### src/rtl/bram_stream_reader_pkg.sv
// Shared types and constants for the block-RAM stream reader.
//   state_t    : reader FSM states (IDLE, RUN, DRAIN)
//   SKID_DEPTH : entries in the output skid buffer
//   SKID_CNT_W : width of the skid buffer occupancy count
package bram_stream_pkg;

  typedef enum logic [1:0] {
    IDLE,
    RUN,
    DRAIN
  } state_t;

  localparam int SKID_DEPTH = 2;
  localparam int SKID_CNT_W = $clog2(SKID_DEPTH + 1);

endpackage

### src/rtl/bram_stream_reader_if.sv
// RAM read-port and output-stream signals of the block-RAM stream reader.
//   mem_read_enable / mem_addr_read : reader -> RAM read port
//   mem_data_out                    : RAM -> reader (registered read data)
//   out_valid / out_data / out_last : reader -> consumer stream
//   out_ready                       : consumer -> reader
// master = reader side, slave = RAM + consumer side.
interface bram_stream_reader_if #(
  parameter int WIDTH      = 8,
  parameter int ADDR_WIDTH = 8
);

  logic                  mem_read_enable;
  logic [ADDR_WIDTH-1:0] mem_addr_read;
  logic [WIDTH-1:0]      mem_data_out;
  logic                  out_valid;
  logic                  out_ready;
  logic [WIDTH-1:0]      out_data;
  logic                  out_last;

  modport master (
    output mem_read_enable, mem_addr_read, out_valid, out_data, out_last,
    input  mem_data_out, out_ready
  );

  modport slave (
    input  mem_read_enable, mem_addr_read, out_valid, out_data, out_last,
    output mem_data_out, out_ready
  );

endinterface

### src/rtl/bram_stream_reader_skid.sv
// Two-entry skid buffer with valid/ready on both sides.
//   i_clk, i_rst_n           : clock, asynchronous active-low reset
//   i_in_valid/o_in_ready    : upstream handshake, i_in_data payload
//   o_out_valid/i_out_ready  : downstream handshake, o_out_data payload
//   o_count                  : entries currently held (0..2)
// Output payload is held stable while stalled. A push and a pop in the same
// cycle are both taken, so a full buffer still accepts when it is being drained.
module stream_skid_buffer
  import bram_stream_pkg::*;
#(
  parameter int WIDTH = 9
) (
  input  logic                  i_clk,
  input  logic                  i_rst_n,
  input  logic                  i_in_valid,
  output logic                  o_in_ready,
  input  logic [WIDTH-1:0]      i_in_data,
  output logic                  o_out_valid,
  input  logic                  i_out_ready,
  output logic [WIDTH-1:0]      o_out_data,
  output logic [SKID_CNT_W-1:0] o_count
);

  logic [WIDTH-1:0]      r_head;
  logic [WIDTH-1:0]      r_skid;
  logic [SKID_CNT_W-1:0] r_cnt;
  logic                  w_push;
  logic                  w_pop;

  assign o_out_valid = (r_cnt != '0);
  assign o_out_data  = r_head;
  assign o_count     = r_cnt;
  assign o_in_ready  = (r_cnt != SKID_CNT_W'(SKID_DEPTH)) | i_out_ready;
  assign w_push      = i_in_valid & o_in_ready;
  assign w_pop       = o_out_valid & i_out_ready;

  always_ff @(posedge i_clk or negedge i_rst_n) begin
    if (!i_rst_n) begin
      r_head <= '0;
      r_skid <= '0;
      r_cnt  <= '0;
    end else begin
      case ({w_push, w_pop})
        2'b10: begin
          if (r_cnt == '0) r_head <= i_in_data;
          else             r_skid <= i_in_data;
          r_cnt <= r_cnt + 1'b1;
        end
        2'b01: begin
          r_head <= r_skid;
          r_cnt  <= r_cnt - 1'b1;
        end
        2'b11: begin
          if (r_cnt == SKID_CNT_W'(1)) begin
            r_head <= i_in_data;
          end else begin
            r_head <= r_skid;
            r_skid <= i_in_data;
          end
        end
        default: ;
      endcase
    end
  end

endmodule

### src/rtl/bram_stream_reader.sv
// Read-side client for the simple-dual-port block RAM: streams count words
// starting at base_addr out as a valid/ready stream, one word per clock.
//   clock, reset_n        : clock, asynchronous active-low reset
//   start/base_addr/count : transfer request (sampled only when idle)
//   busy, done            : transfer in progress / 1-cycle end pulse
//   bus (master)          : RAM read port and output stream
module bram_stream_reader
  import bram_stream_pkg::*;
#(
  parameter  int WIDTH      = 8,
  parameter  int DEPTH      = 256,
  localparam int ADDR_WIDTH = $clog2(DEPTH)
) (
  input  logic                  clock,
  input  logic                  reset_n,
  input  logic                  start,
  input  logic [ADDR_WIDTH-1:0] base_addr,
  input  logic [ADDR_WIDTH:0]   count,
  output logic                  busy,
  output logic                  done,
  bram_stream_reader_if.master  bus
);

  state_t                r_state;
  logic                  r_busy;
  logic                  r_done;
  logic                  r_ren;
  logic                  r_ren_last;
  logic [ADDR_WIDTH-1:0] r_addr;
  logic [ADDR_WIDTH-1:0] r_next_addr;
  logic [ADDR_WIDTH:0]   r_remaining;
  logic                  r_rv;
  logic                  r_rv_last;

  logic [ADDR_WIDTH:0]   w_count_clamped;
  logic [SKID_CNT_W-1:0] w_buf_cnt;
  logic [2:0]            w_outstanding;
  logic                  w_in_ready;
  logic                  w_capture;
  logic                  w_pop;
  logic                  w_issue;
  logic                  w_out_valid;
  logic                  w_out_last;
  logic [WIDTH-1:0]      w_out_data;

  // Credit: every word committed (buffered, parked in the RAM output register,
  // or being read this cycle) must fit in the 2 buffer entries plus the RAM
  // output register. The RAM only updates data_out on read_enable, so an
  // uncaptured word waits there safely while no new read is issued.
  always_comb begin
    w_count_clamped = (count > (ADDR_WIDTH+1)'(DEPTH)) ? (ADDR_WIDTH+1)'(DEPTH) : count;
    w_pop           = w_out_valid & bus.out_ready;
    w_capture       = r_rv & w_in_ready;
    w_outstanding   = 3'(w_buf_cnt) + 3'(r_rv) + 3'(r_ren);
    w_issue         = (r_state == RUN) && (w_outstanding < (3'd3 + 3'(w_pop)));
  end

  always_ff @(posedge clock or negedge reset_n) begin
    if (!reset_n) begin
      r_state     <= IDLE;
      r_busy      <= 1'b0;
      r_done      <= 1'b0;
      r_ren       <= 1'b0;
      r_ren_last  <= 1'b0;
      r_addr      <= '0;
      r_next_addr <= '0;
      r_remaining <= '0;
    end else begin
      r_done <= 1'b0;
      r_ren  <= 1'b0;
      case (r_state)
        IDLE: begin
          if (start) begin
            if (w_count_clamped == '0) begin
              r_done <= 1'b1;
            end else begin
              // First read goes out on the start edge; the pipeline is empty here.
              r_ren       <= 1'b1;
              r_addr      <= base_addr;
              r_ren_last  <= (w_count_clamped == (ADDR_WIDTH+1)'(1));
              r_next_addr <= base_addr + 1'b1;
              r_remaining <= w_count_clamped - 1'b1;
              r_busy      <= 1'b1;
              r_state     <= (w_count_clamped == (ADDR_WIDTH+1)'(1)) ? DRAIN : RUN;
            end
          end
        end
        RUN: begin
          if (w_issue) begin
            r_ren       <= 1'b1;
            r_addr      <= r_next_addr;
            r_ren_last  <= (r_remaining == (ADDR_WIDTH+1)'(1));
            r_next_addr <= r_next_addr + 1'b1;
            r_remaining <= r_remaining - 1'b1;
            if (r_remaining == (ADDR_WIDTH+1)'(1)) r_state <= DRAIN;
          end
        end
        DRAIN: begin
          if (w_pop && w_out_last) begin
            r_state <= IDLE;
            r_busy  <= 1'b0;
            r_done  <= 1'b1;
          end
        end
        default: r_state <= IDLE;
      endcase
    end
  end

  // Tracks whether the RAM output register holds a word not yet captured.
  always_ff @(posedge clock or negedge reset_n) begin
    if (!reset_n) begin
      r_rv      <= 1'b0;
      r_rv_last <= 1'b0;
    end else begin
      r_rv <= r_ren | (r_rv & ~w_capture);
      if (r_ren) r_rv_last <= r_ren_last;
    end
  end

  stream_skid_buffer #(
    .WIDTH(WIDTH + 1)
  ) u_skid (
    .i_clk       (clock),
    .i_rst_n     (reset_n),
    .i_in_valid  (r_rv),
    .o_in_ready  (w_in_ready),
    .i_in_data   ({r_rv_last, bus.mem_data_out}),
    .o_out_valid (w_out_valid),
    .i_out_ready (bus.out_ready),
    .o_out_data  ({w_out_last, w_out_data}),
    .o_count     (w_buf_cnt)
  );

  assign busy                = r_busy;
  assign done                = r_done;
  assign bus.mem_read_enable = r_ren;
  assign bus.mem_addr_read   = r_addr;
  assign bus.out_valid       = w_out_valid;
  assign bus.out_data        = w_out_data;
  assign bus.out_last        = w_out_last;

endmodule
### src/flat_wrapper.sv
// flat-port wrapper written by rule: the top's interface ports become plain ports
module bram_stream_reader_flat import bram_stream_pkg::*;
#(
  parameter  int WIDTH      = 8,
  parameter  int DEPTH      = 256,
  localparam int ADDR_WIDTH = $clog2(DEPTH)
)
  (clock, reset_n, start, base_addr, count, busy, done, bus_mem_read_enable, bus_mem_addr_read, bus_out_valid, bus_out_data, bus_out_last, bus_mem_data_out, bus_out_ready);
  bram_stream_reader_if #(.WIDTH(WIDTH)) bus_i ();
  input  logic clock;
  input  logic reset_n;
  input  logic start;
  input  logic [ADDR_WIDTH-1:0] base_addr;
  input  logic [ADDR_WIDTH:0] count;
  output logic busy;
  output logic done;
  output wire logic [$bits(bus_i.mem_read_enable)-1:0] bus_mem_read_enable;
  output wire logic [$bits(bus_i.mem_addr_read)-1:0] bus_mem_addr_read;
  output wire logic [$bits(bus_i.out_valid)-1:0] bus_out_valid;
  output wire logic [$bits(bus_i.out_data)-1:0] bus_out_data;
  output wire logic [$bits(bus_i.out_last)-1:0] bus_out_last;
  input wire logic [$bits(bus_i.mem_data_out)-1:0] bus_mem_data_out;
  input wire logic [$bits(bus_i.out_ready)-1:0] bus_out_ready;
  assign bus_mem_read_enable = bus_i.mem_read_enable;
  assign bus_mem_addr_read = bus_i.mem_addr_read;
  assign bus_out_valid = bus_i.out_valid;
  assign bus_out_data = bus_i.out_data;
  assign bus_out_last = bus_i.out_last;
  assign bus_i.mem_data_out = bus_mem_data_out;
  assign bus_i.out_ready = bus_out_ready;
  bram_stream_reader #(.WIDTH(WIDTH), .DEPTH(DEPTH)) u_core (.clock(clock), .reset_n(reset_n), .start(start), .base_addr(base_addr), .count(count), .busy(busy), .done(done), .bus(bus_i));
endmodule
### config.mk
export PLATFORM = sky130hd
export DESIGN_NAME = bram_stream_reader_flat
export DESIGN_NICKNAME = d
export VERILOG_FILES = /design/src/rtl/bram_stream_reader_pkg.sv /design/src/rtl/bram_stream_reader_if.sv /design/src/rtl/bram_stream_reader_skid.sv /design/src/rtl/bram_stream_reader.sv /design/src/flat_wrapper.sv
export SDC_FILE = /design/constraint.sdc
export NUM_CORES = 1
export LEC_CHECK = 0
export CAP_MARGIN = 10
export CORE_ASPECT_RATIO = 1.4
export CORE_MARGIN = 2
export CORE_UTILIZATION = 55
export DETAILED_ROUTE_END_ITERATION = 12
export GPL_ROUTABILITY_DRIVEN = 0
export GPL_TIMING_DRIVEN = 0
export PLACE_DENSITY = 0.85
export SKIP_LAST_GASP = 1
export SLEW_MARGIN = 20
export SYNTH_ARGS = -nofsm -noshare
export SYNTH_HDL_FRONTEND = slang
export SYNTH_SLANG_ARGS = --single-unit
### constraint.sdc
create_clock -name clock -period 8.4 [get_ports clock]
set_clock_uncertainty 0.15 [all_clocks]
set_input_delay 2.1 -clock clock [delete_from_list [all_inputs] [get_ports clock]]
set_output_delay 2.1 -clock clock [all_outputs]
set_load 0.05 [all_outputs]
After elaboration in Yosys (flattened, before gate mapping)
Index checks and enable logic that the tools add are counted.
W data, S select, Z words.
{"block": "totals", "in_bits": 29, "wordCells": 106, "mem_count": 0, "mem_bits_ro": 0, "register_bits": 53, "output_inout_bits": 21, "latch_bits": 0, "mem_bits_rw": 0}
{"block": "classes", "n_mux": 43, "n_eq_ne": 17, "multipliers": 0, "add_sub_neg": 9, "div_mod_pow": 0, "bitwise_logic": 6, "shift": 0, "order_cmp": 2, "n_reduce_logical": 16}
{"cell": "$mux W9", "n": 8}
{"cell": "$mux W8", "n": 6}
{"cell": "$pmux W9 S2", "n": 2}
{"cell": "$pmux W8 S2", "n": 2}
{"cell": "$pmux W9 S3", "n": 1}
{"cell": "$eq A9 B1 Y1 const B", "n": 2}
{"cell": "$sub A9 B1 Y9 const B", "n": 2}
{"cell": "$add A8 B1 Y8 const B", "n": 2}
{"cell": "$ne A2 B2 Y1 const B", "n": 7}
{"cell": "$mux W1", "n": 12}
{"cell": "$mux W2", "n": 6}
{"cell": "$reduce_bool A2 Y1", "n": 5}
{"cell": "$gt A9 B9 Y1 const B", "n": 1}
{"cell": "$logic_not A9 Y1", "n": 1}
{"cell": "$pmux W1 S2", "n": 4}
{"cell": "$reduce_and A4 Y1", "n": 2}
{"cell": "$eq A2 B1 Y1 const B", "n": 3}
{"cell": "$eq A2 B2 Y1 const B", "n": 3}
{"cell": "$pmux W2 S3", "n": 1}
{"cell": "$reduce_and A5 Y1", "n": 1}
{"cell": "$logic_not A2 Y1", "n": 2}
{"cell": "$ne A2 B1 Y1 const B", "n": 2}
{"cell": "$pmux W2 S2", "n": 1}
{"cell": "$add A2 B1 Y3", "n": 1}
{"cell": "12 further kinds", "n": 16}

Depth between registers and ports, before layout
Gate-level depths: netlist of the first run.
{"block": "logic_depth", "depth_word": 7, "ltp_mapped": 12, "ltp_nobuf": 11}

Modules after synthesis
Synthesis of the first run repeated with hierarchy kept, for this count alone.
{"block": "hier_totals", "cells_unflattened": 357, "area_unflattened_um2": 3276.9}
{"module": "bram_stream_reader", "instances": 1, "seq_area_each_um2": 825.8, "area_each_um2": 2247.2, "cells_per_inst": 272}
{"module": "stream_skid_buffer", "instances": 1, "seq_area_each_um2": 500.5, "area_each_um2": 1029.7, "cells_per_inst": 85}

Least setup slack after synthesis of the first run
Ideal clock, no wire load.
{"block": "synth_path", "kind": "in2reg", "startpoint": "input port bus_out_ready", "endpoint": "register u_core.r_ren_last", "arrival_time_ns": 3.802, "setup_slack_ns": 4.323, "n_path_buf": 2, "path_stages": 10, "setup_time_ns": 0.125, "t_required_ns": 8.125, "path_cell_list": "nor2b_1 buf_2 ha_1 nand2b_1 o221a_4 nor3_4 nor2_4 inv_2 buf_6 mux2_4"}
{"block": "synth_via", "elab_chain_len": 6}
{"item": "from (decl)", "line_no": "flat_wrapper.sv:23", "text": "input wire logic [$bits(bus_i.out_ready)-1:0] bus_out_ready;"}
{"item": "$and A1 B1 Y1", "line_no": "bram_stream_reader.sv:52", "text": "w_pop = w_out_valid & bus.out_ready;"}
{"item": "$add A2 B1 Y3", "line_no": "bram_stream_reader.sv:55", "text": "w_issue = (r_state == RUN) && (w_outstanding < (3'd3 + 3'(w_pop)));"}
{"item": "$lt A3 B3 Y1", "line_no": "bram_stream_reader.sv:55"}
{"item": "$logic_and A1 B1 Y1", "line_no": "bram_stream_reader.sv:55"}
{"item": "$ne A2 B1 Y1 (no source line)"}
{"item": "$reduce_and A4 Y1 (no source line)"}
{"item": "to (signal assigned)", "line_no": "bram_stream_reader.sv:80", "text": "r_ren_last <= (w_count_clamped == (ADDR_WIDTH+1)'(1));"}
{"item": "to (signal assigned)", "line_no": "bram_stream_reader.sv:92", "text": "r_ren_last <= (r_remaining == (ADDR_WIDTH+1)'(1));"}
{"item": "to (decl)", "line_no": "bram_stream_reader.sv:28", "text": "logic r_ren_last;"}
No other way between the ends.
A chain may end at the register's enable or synchronous reset.

Final worst setup path of the first run
{"block": "layout_path", "startpoint": "input port count[8]", "endpoint": "register u_core.r_ren_last"}
{"block": "layout_via", "elab_chain_len": 6, "elab_cells_between_ends": 9, "cone_classes": "order compare (1); eq/ne (2); mux (4); reduce/logical (2)"}
{"item": "from (decl)", "line_no": "flat_wrapper.sv:14", "text": "input logic [ADDR_WIDTH:0] count;"}
{"item": "$gt A9 B9 Y1", "line_no": "bram_stream_reader.sv:51", "text": "w_count_clamped = (count > (ADDR_WIDTH+1)'(DEPTH)) ? (ADDR_WIDTH+1)'(DEPTH) : count;"}
{"item": "$mux W9 (*)", "line_no": "bram_stream_reader.sv:51"}
{"item": "$eq A9 B1 Y1", "line_no": "bram_stream_reader.sv:80"}
{"item": "$mux W1", "line_no": "bram_stream_reader.sv:74", "text": "if (w_count_clamped == '0) begin"}
{"item": "$mux W1", "line_no": "bram_stream_reader.sv:73", "text": "if (start) begin"}
{"item": "$pmux W1 S2", "line_no": "bram_stream_reader.sv:71", "text": "case (r_state)"}
Every way passes the cells marked *; elsewhere a longest branch is shown, timed or not. The select of a mux whose other input is x is not followed.

==> results of run 1 <==
cell families after synthesis:
family / synth area share (%)
xor+xnor: 2.40
compound gates: 20.9
simple gates: 20.1
fa+ha+maj: 6.32
buf+inv: 4.19
mux: 5.79
flops: 40.4
path summary, 6_finish.rpt:
path / slack [ps] / start / endpoint / cells after the start
max: 3760 / count[8] / u_core.r_ren_last$_DFFE_PN0P_ / 10
min: 350 / u_core.u_skid.o_out_data[3]$_DFFE_PN0P_ / u_core.u_skid.o_out_data[3]$_DFFE_PN0P_ / 2
max reg2reg: 5240 / u_core.u_skid.o_count[0]$_DFFE_PN0P_ / u_core.r_next_addr[4]$_DFFE_PN0P_ / 10
min reg2reg: 350 / u_core.u_skid.o_out_data[3]$_DFFE_PN0P_ / u_core.u_skid.o_out_data[3]$_DFFE_PN0P_ / 2
max in group asynchronous: 5970 / reset_n / u_core.r_remaining[1]$_DFFE_PN0P_ / 1
min in group asynchronous: 1670 / reset_n / u_core.bus.mem_read_enable$_DFF_PN0_ / 1
report_power, final:
part	switching (mW)	internal, mW
Clock	0.0882	0.0895
Sequential	0.0823	0.366
Combinational	0.585	0.387
sequential cells by signal (all words and copies together), names as in the netlist:
register and flops:
u_core.u_skid.o_count 2, u_core.r_state 2, u_core.u_skid.o_out_data 9, u_core.r_rv 1, u_core.r_rv_last 1, u_core.r_remaining 9, u_core.u_skid.r_skid 9, u_core.r_next_addr 8
u_core.r_ren_last 1, u_core.done 1, u_core.busy 1, u_core.bus.mem_addr_read 8, u_core.bus.mem_read_enable 1
per-layer routing:
layer / vias to the layer above / GRT usage, % / wire length, um
met4: 0 / 8.99 / 140
met3: 21 / 4.12 / 397
met1: 1387 / 27.4 / 3060
met2: 117 / 45.0 / 4010
li1: 1371 / - / -
met5: - / 0 / 0
placed cells by master (no fill, tap or decap), types with 10 or more instances in the layout:
cell type	Yosys	layout
dfrtp_1	53	53
clkdlybuf4s50_1	0	48
nand2_1	35	35
nor2_1	22	22
o21ai_0	21	21
nor3_1	17	17
inv_1	16	16
ha_1	15	15
a21oi_1	13	13
mux2_2	10	10
metrics by stage:
stage	worst slack [ps]	hold slack, ps	cell area (um^2)	total power, mW
after global placement	3450	320	3860	1.39
after global routing	3510	376	3980	1.71
final	3760	347	3980	1.60
after floorplan	4320	323	3290	1.16
after CTS	3750	354	3980	1.60
after detailed placement	3430	330	3860	1.42
worst reg2reg max path: stages (launching register included):
cell,delay [ps]
dfrtp_1,400
inv_1,110
fa_1,390
inv_1,60
ha_1,230
ha_1,230
nand2b_1,180
o221ai_1,470
nand3_2,330
a311oi_1,390
nor4_2,90
final cells by class:
class / count / area (um^2)
Fill cell: 449 / 1850
Multi-Input combinational cell: 255 / 1820
Sequential cell: 53 / 1330
Timing Repair Buffer: 49 / 488
Tap cell: 70 / 87.6
Clock inverter: 3 / 43.8
Inverter: 17 / 63.8
Buffer: 15 / 73.8
Clock buffer: 5 / 68.8
==> summary.txt, run 1 <==
PortBufs -> 49
RSZ-0062 raised after global routing -> false
Synth Register Bits -> 53
Fin crit share -> 55.2%
Min-Delay Path Class -> reg2reg
Largest net degree at the start of global routing -> 54
Synthesized area -> 3290 um^2
Max capacitance violation total -> 0
Mean Syn Cell Area -> 9.67 um^2
Register area share after synthesis -> 40.4%
Hold Buf Count CTS -> 0
Drt total wl -> 7610 um
Num CTS Buffers -> 5
Vias in the first global route -> 2860
Io pins -> 50
WP data arrival -> 4690 ps
Peak VDD IR -> 0.288 mV
Initial DRC count -> 300
CORE AREA -> 5820 um^2
Root Driver -> clkbuf_8
Fin nets -> 441
Post-synth top area cell -> dfrtp_1
Post-synth ARST share -> 100%
CP Data Required Time -> 8450 ps
Post-CTS setup buffers -> 0
Routed Antenna Nets -> 0
CP max-delay cell -> clkdlybuf4s50_1
Post_cts resized -> 0
Yosys cell types -> 66
Placed Cells -> 459
# rows -> 33
Final hold vios -> 0
Outcome -> finished, final reports clean
Worst slew pin tran -> 687 ps
Diodes inserted -> 0
First-pass GRT wire length -> 12900 um
Most frequent cell after synthesis -> dfrtp_1
Highest clock rate -> 216 MHz
Grt ovf -> 0
Post-synth top flop -> dfrtp_1
CP Launch Type -> input pin
Initial antenna violation count -> 0
Yosys warns -> 0
All-layer global routing usage -> 24.0%
Max-slew violations -> 0
CP Cell Sequence -> clkdlybuf4s50_1 > clkbuf_1 > nand2b_1 > ha_1 > nor4b_4 > a211oi_4 > nor2_4 > inv_2 > buf_6 > mux2_4
Syn_nets -> 385
CP Max Fanout -> 10
Synth top cells by count -> 53 x dfrtp_1, 35 x nand2_1, 22 x nor2_1
TritonCTS clock tree -> built
Area of the die -> 6620 um^2
TritonRoute pass-1 iters -> 7
CTS Buffer Depth -> 2
Crit Path Class -> in2reg
Top-area cell type share of the netlist area -> 40.4%
Number of buffers and inverters on the critical path -> 4
Post-DP HPWL -> 5620 um
CP max stage delay -> 530 ps
Drt drc -> 0
Proportion of layout cells with a drive suffix above 1 -> 11.1%
Setup-failing EPs final -> 0
Post-Layout Cell Count -> 467
Setup TNS -> 0 ps
Tmin final -> 4640 ps
Clock slew at reported path FFs -> 100 ps
PwrDens -> 402 nW/um^2
Synth top area cells -> dfrtp_1 40%, ha_1 5.7%, nand2_1 4.0%, mux2_2 3.4%, o21ai_0 3.2%
Worst-Skew Late Latency -> 310 ps
Area grow syn2layout -> 20.9%
Syn Inst Count -> 340
CTS H-tree lvls -> 2
EDFF count, synth -> 0
Height of the die -> 95.5 um
Max-slew headroom -> 54.2%
Vias -> 2896
Crit end category -> flop
Static leakage -> 1.68 nW
DR vias/cell -> 6.20
CTS Sinks -> 53
CP top delay family -> buffers and inverters
Die Wd -> 69.3 um
Util after Layout -> 68.3%
WL/cell -> 16.3 um
Initial core utilization -> 56.5%
No activity file was read; power rests on OpenSTA's default activity.
==> inputs of run 2 (changes only) <==
--- a/config.mk
+++ b/config.mk
@@ -8,11 +8,11 @@
 export CAP_MARGIN = 10
 export CORE_ASPECT_RATIO = 1.4
 export CORE_MARGIN = 2
-export CORE_UTILIZATION = 55
+export CORE_UTILIZATION = 54
 export DETAILED_ROUTE_END_ITERATION = 12
 export GPL_ROUTABILITY_DRIVEN = 0
 export GPL_TIMING_DRIVEN = 0
-export PLACE_DENSITY = 0.85
+export PLACE_DENSITY = 0.84
 export SKIP_LAST_GASP = 1
 export SLEW_MARGIN = 20
 export SYNTH_ARGS = -nofsm -noshare
==> constraint.sdc (replaced) <==
create_clock -name clock -period 4.7 [get_ports clock]
set_clock_uncertainty 0.15 [all_clocks]
set_input_delay 1.175 -clock clock [delete_from_list [all_inputs] [get_ports clock]]
set_output_delay 1.175 -clock clock [all_outputs]
set_load 0.05 [all_outputs]
==> run 2 against run 1 <==
  * Global-route usage increased by 0.24 points
  * Sequential power grew 80%
  * Non-clock buffer count is the same
  * Via count is 0.66% higher
  * Power grew 76%
  * Combinational power increased by 80%
  * Wire length increased by 2.9%
  * Critical path depth unchanged
  * Cell area fell by 0.66%
  * Largest cell class unchanged
==> summary.txt, run 2 (synthesis gave the netlist of run 1 again) <==
CTS Sinks -> 53
Max-slew headroom -> 55.9%
Max capacitance violation total -> 0
Reg-to-Reg End -> u_core.r_next_addr[4]$_DFFE_PN0P_
Drt drc -> 0
WP data arrival -> 3810 ps
PwrDens -> 713 nW/um^2
Area grow syn2layout -> 20.1%
Io pins -> 50
Reg2Reg Depth -> 10
Fin area -> 3950 um^2
Initial DRC count -> 277
Number of buffers and inverters on the critical path -> 4
Initial antenna violation count -> 0
# fillers -> 474
Diodes inserted -> 0
Commonest non-fill, non-tap cell in the layout -> dfrtp_1
Num CTS Buffers -> 5
Vias -> 2915
Static leakage -> 1.66 nW
Height of the die -> 96.3 um
Hold Crit Start -> u_core.u_skid.o_out_data[0]$_DFFE_PN0P_
Outcome -> finished, final reports clean
PortBufs -> 49
Hold Buf Count CTS -> 0
TritonRoute pass-1 iters -> 5
Post-Place Cell Area -> 3860 um^2
Stages on worst setup path -> 10
Min-Delay Path Class -> reg2reg
Footprint of the multi-input gates -> 1820 um^2
Post-DP HPWL -> 5780 um
Die Wd -> 69.9 um
Post_cts resized -> 0
Post-CTS setup buffers -> 0
CP max-delay cell -> clkdlybuf4s50_1
Drt total wl -> 7840 um
DR vias/cell -> 6.24
Area of the die -> 6740 um^2
TritonCTS clock tree -> built
Setup-failing EPs final -> 0
CP top delay family -> buffers and inverters
Fin crit share -> 80.0%
Worst-Skew Late Latency -> 320 ps
WL/cell -> 16.8 um
Highest clock rate -> 266 MHz
CP Data Required Time -> 4750 ps
First-pass GRT wire length -> 13300 um
CP Max Fanout -> 10
Fin nets -> 441
CORE AREA -> 5860 um^2
Setup TNS -> 0 ps
Crit Path Class -> in2reg
Worst Setup SP -> count[8]
Seq. cell area -> 1330 um^2
Largest net degree at the start of global routing -> 54
Initial core utilization -> 56.1%
Root Driver -> clkbuf_8
Final hold vios -> 0
Reg2reg setup slack -> 1520 ps
Proportion of layout cells with a drive suffix above 1 -> 10.8%
CTS H-tree lvls -> 2
CP Launch Type -> input pin
Crit path to -> u_core.r_ren_last$_DFFE_PN0P_
All-layer global routing usage -> 24.3%
Most frequent cells in the layout -> 53 x dfrtp_1, 48 x clkdlybuf4s50_1, 35 x nand2_1
Tmin final -> 3760 ps
Grt ovf -> 0
R2R Path Start -> u_core.u_skid.o_count[0]$_DFFE_PN0P_
# rows -> 33
RSZ-0062 raised after global routing -> false
Crit end category -> flop
Routed Antenna Nets -> 0
Worst slew pin tran -> 662 ps
CP Cell Sequence -> clkdlybuf4s50_1 > clkbuf_1 > nand2b_1 > ha_1 > nor4b_4 > a211oi_4 > nor2_4 > inv_2 > buf_6 > mux2_4
Vias in the first global route -> 2965
Peak VDD IR -> 0.473 mV
CP max stage delay -> 530 ps
CTS Buffer Depth -> 2
Max-slew violations -> 0
Clock slew at reported path FFs -> 90 ps
## run 2: cell count changes in the layout (fill, tap and decap cells not counted), sizes merged
| cell | previous run | this run |
|---|---|---|
| bufinv | 1 | 0 |
| clkbuf | 12 | 13 |
## run 2: worst min path at each step
| stage | cells past startpoint | slack [ps] | end |
|---|---|---|---|
| floorplan | 1 | 320 | u_core.u_skid.o_count[0]$_DFFE_PN0P_ |
| global placement | 2 | 320 | u_core.u_skid.o_out_data[4]$_DFFE_PN0P_ |
| detailed placement | 2 | 330 | u_core.u_skid.o_out_data[0]$_DFFE_PN0P_ |
| CTS | 2 | 350 | u_core.u_skid.o_out_data[0]$_DFFE_PN0P_ |
| global route | 2 | 380 | u_core.u_skid.o_out_data[0]$_DFFE_PN0P_ |
| finish | 2 | 350 | u_core.u_skid.o_out_data[0]$_DFFE_PN0P_ |
## run 2: worst min-delay path, cell delays in order (launching register included)
cell and delay [ps]:
dfrtp_1 360, nand2_1 50, o21ai_0 60
## run 2: metrics by stage
| stage | instances | total power [mW] | hold slack (ps) | setup WS (ps) | utilization [%] |
|---|---|---|---|---|---|
| global route | 467 | 3.01 | 379 | 815 | 67.3 |
| floorplan | 340 | 2.07 | 323 | 1520 | - |
| detailed placement | 459 | 2.55 | 331 | 669 | 65.9 |
| CTS | 467 | 2.82 | 351 | 965 | 67.3 |
| global placement | 459 | 2.49 | 319 | 709 | 65.9 |
| finish | 467 | 2.81 | 351 | 939 | 67.3 |
## run 2: area by class of cell
cell class                 count  share of cell area, %
multi-input combinational    255                   46.2
sequential                    53                   33.6
timing repair buffer          49                   12.4
tap                           70                   2.22
buffer                        15                   1.87
clock buffer                   6                   1.84
inverter                      17                   1.62
clock inverter                 2                  0.349
## run 2: metal layers
layer	wire, um	vias up	track usage, %
met5	0	-	0
met4	163	0	11.1
met3	352	18	3.66
met2	4160	102	44.3
met1	3160	1431	28.2
li1	-	1364	-
## run 2: where the power goes
group | internal, mW | leakage, nW | switching (mW)
Combinational | 0.692 | 0.970 | 1.05
Clock | 0.107 | 0.0456 | 0.156
Sequential | 0.655 | 0.649 | 0.151
==> inputs of run 3 (changes only) <==
==> constraint.sdc (replaced) <==
create_clock -name clock -period 3.8 [get_ports clock]
set_clock_uncertainty 0.15 [all_clocks]
set_input_delay 0.95 -clock clock [delete_from_list [all_inputs] [get_ports clock]]
set_output_delay 0.95 -clock clock [all_outputs]
set_load 0.05 [all_outputs]
==> results of run 3 <==
Same layout as run 2 (identical final DEF). Status: finished, final reports clean.
Main changes from that run: setup slack after placement 669 ps -> -5.72 ps; setup slack after layout 939 ps -> 264 ps; register-to-register setup slack 1520 ps -> 620 ps; total power 2.81 mW -> 3.48 mW; worst IR drop on VDD 0.473 mV -> 0.585 mV
